--- src/rtl/vram_arb_pkg.sv ---
// Shared types and default sizes for the VRAM arbiter.
package vram_arb_pkg;

  localparam int unsigned AW_DEFAULT       = 16;
  localparam int unsigned DW_DEFAULT       = 8;
  localparam int unsigned MAX_WAIT_DEFAULT = 64;
  localparam int unsigned WAIT_CNT_W       = 8;

  typedef enum logic [1:0] {
    IDLE  = 2'd0,
    ISSUE = 2'd1,
    WAIT  = 2'd2,
    ACK   = 2'd3
  } cpu_state_t;

  typedef enum logic [1:0] {
    NONE   = 2'd0,
    VID    = 2'd1,
    CPU    = 2'd2,
    STOLEN = 2'd3
  } slot_tag_t;

endpackage

--- src/rtl/vram_arb_tagpipe.sv ---
// Two-stage slot-owner tag delay; decodes video valid/dropped.
// Dropped decode exists only when ARB_STARVE_GUARD_EN is defined.
module vram_arb_tagpipe
  import vram_arb_pkg::*;
(
  input  logic      clk_i,
  input  logic      reset_i,
  input  slot_tag_t tag_i,
  output logic      vid_valid_o,
  output logic      vid_dropped_o
);

  slot_tag_t tag1_q, tag2_q;

  always_ff @(posedge clk_i or posedge reset_i) begin
    if (reset_i) begin
      tag1_q <= NONE;
      tag2_q <= NONE;
    end else begin
      tag1_q <= tag_i;
      tag2_q <= tag1_q;
    end
  end

  assign vid_valid_o = (tag2_q == VID);

`ifdef ARB_STARVE_GUARD_EN
  assign vid_dropped_o = (tag2_q == STOLEN);
`else
  assign vid_dropped_o = 1'b0;
`endif

endmodule

--- src/rtl/vram_arbiter.sv ---
// Single-port VRAM arbiter: fixed-priority video fetch, CPU req/ack in free slots.
// Optional CPU starvation guard enabled by defining ARB_STARVE_GUARD_EN.
module vram_arbiter
  import vram_arb_pkg::*;
#(
  parameter int unsigned AW       = AW_DEFAULT,
  parameter int unsigned DW       = DW_DEFAULT,
  parameter int unsigned MAX_WAIT = MAX_WAIT_DEFAULT
) (
  input  logic          clk_i,
  input  logic          reset_i,
  input  logic          vid_req_i,
  input  logic [AW-1:0] vid_addr_i,
  output logic [DW-1:0] vid_data_o,
  output logic          vid_valid_o,
  output logic          vid_dropped_o,
  input  logic          cpu_req_i,
  input  logic          cpu_we_i,
  input  logic [AW-1:0] cpu_addr_i,
  input  logic [DW-1:0] cpu_wdata_i,
  output logic [DW-1:0] cpu_rdata_o,
  output logic          cpu_ack_o,
  output logic [AW-1:0] mem_addr_o,
  output logic          mem_we_o,
  output logic [DW-1:0] mem_wdata_o,
  input  logic [DW-1:0] mem_rdata_i
);

  cpu_state_t    state_q, state_d;
  logic [AW-1:0] mem_addr_q, mem_addr_d;
  logic          mem_we_q, mem_we_d;
  logic [DW-1:0] mem_wdata_q, mem_wdata_d;
  logic [DW-1:0] cpu_rdata_q, cpu_rdata_d;
  logic          cpu_ack_q, cpu_ack_d;
  logic          cpu_grant;
  logic          force_grant;
  slot_tag_t     slot_tag;

`ifdef ARB_STARVE_GUARD_EN
  logic [WAIT_CNT_W-1:0] wait_cnt_q, wait_cnt_d;

  assign force_grant = (state_q == IDLE) && cpu_req_i && vid_req_i &&
                       (wait_cnt_q == WAIT_CNT_W'(MAX_WAIT - 1));

  always_comb begin
    wait_cnt_d = wait_cnt_q;
    if (!cpu_req_i || cpu_grant) begin
      wait_cnt_d = '0;
    end else if ((state_q == IDLE) && vid_req_i) begin
      wait_cnt_d = wait_cnt_q + 1'b1;
    end
  end

  always_ff @(posedge clk_i or posedge reset_i) begin
    if (reset_i) begin
      wait_cnt_q <= '0;
    end else begin
      wait_cnt_q <= wait_cnt_d;
    end
  end
`else
  logic unused_max_wait;
  assign unused_max_wait = (MAX_WAIT != 0);
  assign force_grant     = 1'b0;
`endif

  always_comb begin
    state_d     = state_q;
    mem_addr_d  = mem_addr_q;
    mem_we_d    = 1'b0;
    mem_wdata_d = mem_wdata_q;
    cpu_rdata_d = cpu_rdata_q;
    cpu_ack_d   = 1'b0;
    cpu_grant   = 1'b0;
    slot_tag    = NONE;

    case (state_q)
      IDLE: begin
        if (cpu_req_i && (!vid_req_i || force_grant)) begin
          cpu_grant = 1'b1;
          state_d   = ISSUE;
        end
      end
      ISSUE: state_d = WAIT;
      WAIT: begin
        state_d     = ACK;
        cpu_rdata_d = mem_rdata_i;
        cpu_ack_d   = 1'b1;
      end
      ACK:     state_d = IDLE;
      default: state_d = IDLE;
    endcase

    // Only the IDLE->ISSUE slot competes with video, so mem_we can never repeat.
    if (cpu_grant) begin
      mem_addr_d  = cpu_addr_i;
      mem_we_d    = cpu_we_i;
      mem_wdata_d = cpu_wdata_i;
      slot_tag    = force_grant ? STOLEN : CPU;
    end else if (vid_req_i) begin
      mem_addr_d = vid_addr_i;
      slot_tag   = VID;
    end
  end

  always_ff @(posedge clk_i or posedge reset_i) begin
    if (reset_i) begin
      state_q     <= IDLE;
      mem_addr_q  <= '0;
      mem_we_q    <= 1'b0;
      mem_wdata_q <= '0;
      cpu_rdata_q <= '0;
      cpu_ack_q   <= 1'b0;
    end else begin
      state_q     <= state_d;
      mem_addr_q  <= mem_addr_d;
      mem_we_q    <= mem_we_d;
      mem_wdata_q <= mem_wdata_d;
      cpu_rdata_q <= cpu_rdata_d;
      cpu_ack_q   <= cpu_ack_d;
    end
  end

  vram_arb_tagpipe u_tagpipe (
    .clk_i        (clk_i),
    .reset_i      (reset_i),
    .tag_i        (slot_tag),
    .vid_valid_o  (vid_valid_o),
    .vid_dropped_o(vid_dropped_o)
  );

  assign vid_data_o  = mem_rdata_i;
  assign cpu_rdata_o = cpu_rdata_q;
  assign cpu_ack_o   = cpu_ack_q;
  assign mem_addr_o  = mem_addr_q;
  assign mem_we_o    = mem_we_q;
  assign mem_wdata_o = mem_wdata_q;

endmodule

--- config.mk ---
export PLATFORM = sky130hd
export DESIGN_NAME = vram_arbiter
export DESIGN_NICKNAME = d
export VERILOG_FILES = /design/src/rtl/vram_arb_pkg.sv /design/src/rtl/vram_arb_tagpipe.sv /design/src/rtl/vram_arbiter.sv
export SDC_FILE = /design/constraint.sdc
export NUM_CORES = 1
export LEC_CHECK = 0
export CAP_MARGIN = 20
export CORE_MARGIN = 4
export CORE_UTILIZATION = 34
export CTS_CLUSTER_SIZE = 25
export DETAILED_ROUTE_END_ITERATION = 8
export GPL_ROUTABILITY_DRIVEN = 0
export PLACE_DENSITY_LB_ADDON = 0.08
export SLEW_MARGIN = 10
export SYNTH_ARGS = -nofsm -noshare
export SYNTH_HDL_FRONTEND = slang
export SYNTH_SLANG_ARGS = --single-unit
--- constraint.sdc ---
create_clock -name clk_i -period 1.4 [get_ports clk_i]
set_input_delay 0.35 -clock clk_i [delete_from_list [all_inputs] [get_ports clk_i]]
set_output_delay 0.35 -clock clk_i [all_outputs]
set_load 0.05 [all_outputs]
Word-level counts from Yosys, hierarchy flattened. Index checks and enable logic that the tools add are counted. Widths: inputs -> output; s select.

$add $sub $neg: 0. Multipliers: 0. Divide/modulo/power cells: 0. $lt $le $gt $ge: 0. Eq/ne operators: 5. Shift-type cells: 0. Muxes and demuxes: 10. Bitwise operators: 0. Reductions and logical operators: 4.

Operator list (number): $mux 16 (2); $pmux 2 s4 (1); $mux 1 (5); $eq 2x1->1 const B (2); $eq 2x2->1 const B (2); $mux 2 (2); $logic_not 2->1 (1); $ne 2x2->1 const B (1); $reduce_bool 2->1 (1); $logic_and 1x1->1 (1); $logic_not 1->1 (1).

Flip-flop bits (word level): 40. Bits in latches: 0. RAM bits: 0. Memory bits (read-only): 0. Input bits: 53. Output and inout bits: 44. Logic and storage cells: 27. Memories kept: 0.

Logic depth before layout (Yosys ltp).
Depth after elaboration: 5. Depth in mapped cells: 6. Depth with buffers taken out: 5.

Modules after synthesis. From an unflattened synthesis, not the netlist that was laid out.

Cell total of the unflattened synthesis: 138. Area, all modules: 1734.2 um^2.

Modules (own cells, without submodules): vram_arbiter (instances 1, cells each 130, area each 1605.3 um^2, sequential area each 900.9 um^2); vram_arb_tagpipe (instances 1, cells each 8, area each 128.9 um^2, sequential area each 100.1 um^2).

Worst setup path before layout. Ideal clock, no wire load.

Path type: register to output. From: register u_tagpipe.tag2_q[1]. To: output port vid_valid_o. Arrival time: 1.036 ns. Required time: 1.050 ns. Path slack: 0.014 ns. Cell stages (with the launch flop): 2. Path buffers: 0. Cell sequence: dfrtp_1 nor2b_1.

Word-level cells in the longest chain between the ends: 1.

RTL lines: start: declaration (line vram_arb_tagpipe.sv:13) `slot_tag_t tag1_q, tag2_q;`; start signal: assignment (line vram_arb_tagpipe.sv:21) `tag2_q <= tag1_q;`; $eq 2x1->1 (line vram_arb_tagpipe.sv:25) `assign vid_valid_o = (tag2_q == VID);`; end: declaration (line vram_arbiter.sv:15) `output logic vid_valid_o,`.

No other way between the ends.

Worst setup path after layout.
From: input port mem_rdata_i[6]. To: output port vid_data_o[6].

RTL lines: start: declaration (line vram_arbiter.sv:26) `input logic [DW-1:0] mem_rdata_i`; end: declaration (line vram_arbiter.sv:14) `output logic [DW-1:0] vid_data_o,`.

No word-level cell between the ends.

==> results.txt <==
Outcome -> finished, final reports clean
First-pass GRT wire length -> 7072 microns
Antenna Violating Nets Remaining -> 0
Number of global-route vias before repair -> 1472
CP Max Fanout -> 2
Critical path's slowest cell -> clkdlybuf4s50_1
Port Buffer Count -> 95
Synth Warn # -> 0
Worst path arrival time -> 1.03 ns
DRT Pass-1 Iters -> 3
Highest clock rate -> 0.7228 GHz
# setup viols final -> 0
Post-Synthesis Cells -> 137
H-tree Lvls -> 2
Layout area overhead -> 92.74%
Chip height -> 79.19 microns
Worst-skew pair later-pin latency -> 0.29 ns
CTS sink cnt -> 40
Fin nets -> 289
Post-synth ARST share -> 100.0%
Initial Util -> 35.77%
Count of final max-slew check failures -> 0
Max-cap violations -> 0
Largest net degree at the start of global routing -> 33
Power Total -> 6.720 mW
Die area -> 6270 sq um
Layout cells sized above 1 -> 35.04%
Startpoint Class -> primary input
Min cycle time layout -> 1.384 ns
DRC -> 0
Leakage -> 1.579 nW
Core area -> 4817 sq um
CTS Buf Count -> 5
RSZ-0062 raised after global routing -> false
Syn_area_per_cell -> 12.58 sq um
Rows -> 25
Gr ovfl total -> 0
I/O pin cnt -> 97
Synth top cells by count -> dfrtp_1, mux2i_1, nand2_1
Crit path buf inv count -> 2
Max incr delay on CP -> 0.53 ns
Initial antenna violation count -> 0
CP endpoint kind -> output pin
Worst-path cell chain -> clkdlybuf4s50_1 > buf_12
Synth cell types -> 20
HP Class -> reg2reg
Final Cycle Share -> 98.82%
R2R setup slack -> 0.05 ns
Die span in x -> 79.19 microns
Hold Vio Cnt, Final -> 0
Synth top area cells -> dfrtp_1, mux2i_1, mux2_2
Clock-pin slew on the worst setup and hold paths -> 0.08 ns
Total GRT Usage -> 14.71%
Delay-heaviest family, CP -> buffers and inverters
Hold WS -> 0.3555 ns
Crit path kind -> in2out
Most common cell in the netlist -> dfrtp_1
Via count -> 1342
Area leader, netlist -> dfrtp_1
Top FF cell, synth -> dfrtp_1
Register area share after synthesis -> 58.10%
Drt total wl -> 4327 microns
WL/cell -> 14.38 microns
IR drop worst, VDD -> 1563 uV
Buffer depth of the longest clock path -> 2
Yosys reg bits -> 40
CTS tree -> done
PD cells -> 2024 nW/um^2
Worst clock skew -> 0.005755 ns
Antenna diodes -> 0
CTS root buffer -> clkbuf_8
Via-to-Cell Ratio -> 4.458
Critical Path RT -> 1.05 ns
Post-synth EDFFs -> 0
Mapped cell area -> 1723 sq um
Syn_nets -> 193
Area share of the largest cell type after synthesis -> 58.10%
Number of DRC markers in iteration 0 -> 42
Detailed Place HPWL -> 3426 microns
cells by family after synthesis:
group,count (synthesis),synth area share (%)
simple gates,21,6.246
mux,34,20.99
fa+ha+maj,3,2.179
compound gates,17,5.156
flops,40,58.10
other cells,1,0.2177
buf+inv,21,7.116
through the flow:
stage / TNS (ns) / instances / setup WS [ns] / utilization [%] / cell area [sq um]
final: 0 / 301 / 0.01646 / 68.94 / 3321
after global routing: 0 / 301 / 0.0007125 / 68.94 / 3321
after CTS: -0.01378 / 299 / -0.01378 / 67.90 / 3271
after detailed placement: -5.919 / 291 / -0.2728 / 65.53 / 3157
after global placement: -4.712 / 291 / -0.2319 / 65.53 / 3157
after floorplan: 0 / 137 / 0.01417 / - / 1723
sequential cells by signal (all words and copies together), names as in the netlist:
| name | cells |
|---|---|
| cpu_ack_o | 1 |
| u_tagpipe.tag1_q | 2 |
| state_q | 2 |
| mem_addr_o | 16 |
| mem_wdata_o | 8 |
| u_tagpipe.tag2_q | 2 |
| cpu_rdata_o | 8 |
| mem_we_o | 1 |
worst paths after layout:
check	to	from	cells past startpoint
worst min register to register	u_tagpipe.tag2_q[0]	u_tagpipe.tag1_q[0]	0
max in group asynchronous	mem_addr_o[11]	reset_i	3
worst max-delay path	vid_data_o[6]	mem_rdata_i[6]	2
worst max register to register	cpu_rdata_o[3]	state_q[0]	5
min in group asynchronous	cpu_rdata_o[1]	reset_i	3
worst min-delay path	u_tagpipe.tag2_q[0]	u_tagpipe.tag1_q[0]	0
cell usage in the layout (no fill, tap or decap), types with 2 or more instances in the layout:
cell / count
buf_12: 44
inv_2: 2
clkbuf_8: 5
dfrtp_1: 40
clkdlybuf4s50_1: 49
inv_1: 2
buf_4: 8
mux2_2: 13
nand2_1: 16
mux2i_1: 17
o21ai_0: 5
dlymetal6s2s_1: 3
o21ai_1: 11
mux2_1: 4
routing by layer:
metal | global-route usage, % | part of all wire, % | routed length [microns] | vias up
met3 | 6.122 | 8.9 | 387 | 6
li1 | - | - | - | 640
met4 | 4.124 | 0.97 | 42 | 0
met5 | 0 | 0 | 0 | -
met2 | 26.77 | 54 | 2342 | 54
met1 | 15.44 | 36 | 1554 | 642
power by group:
group	internal (mW)	switching [mW]	total, mW	leakage, nW
Sequential	1.53	0.363	1.89	0.484
Combinational	2.02	1.88	3.90	1.04
Clock	0.527	0.398	0.925	0.0541
layout make-up:
class	instances	area, sq um
repair buffers	104	1469
fillers	372	1496
inverters	5	18.77
clock inverters	3	42.54
clock buffers	5	68.82
well taps	67	83.83
multi-input cells	77	636.9
flip-flops and latches	40	1001
repair_timing:
action	in CTS	in global routing
hold endpoints to repair	0	0
endpoints found under the setup margin	24	35
gates cloned	0	1
buffers inserted	0	1
resized for setup	1	10
hold buffers	0	0
Note: power is estimated with default switching activity, not from simulation.
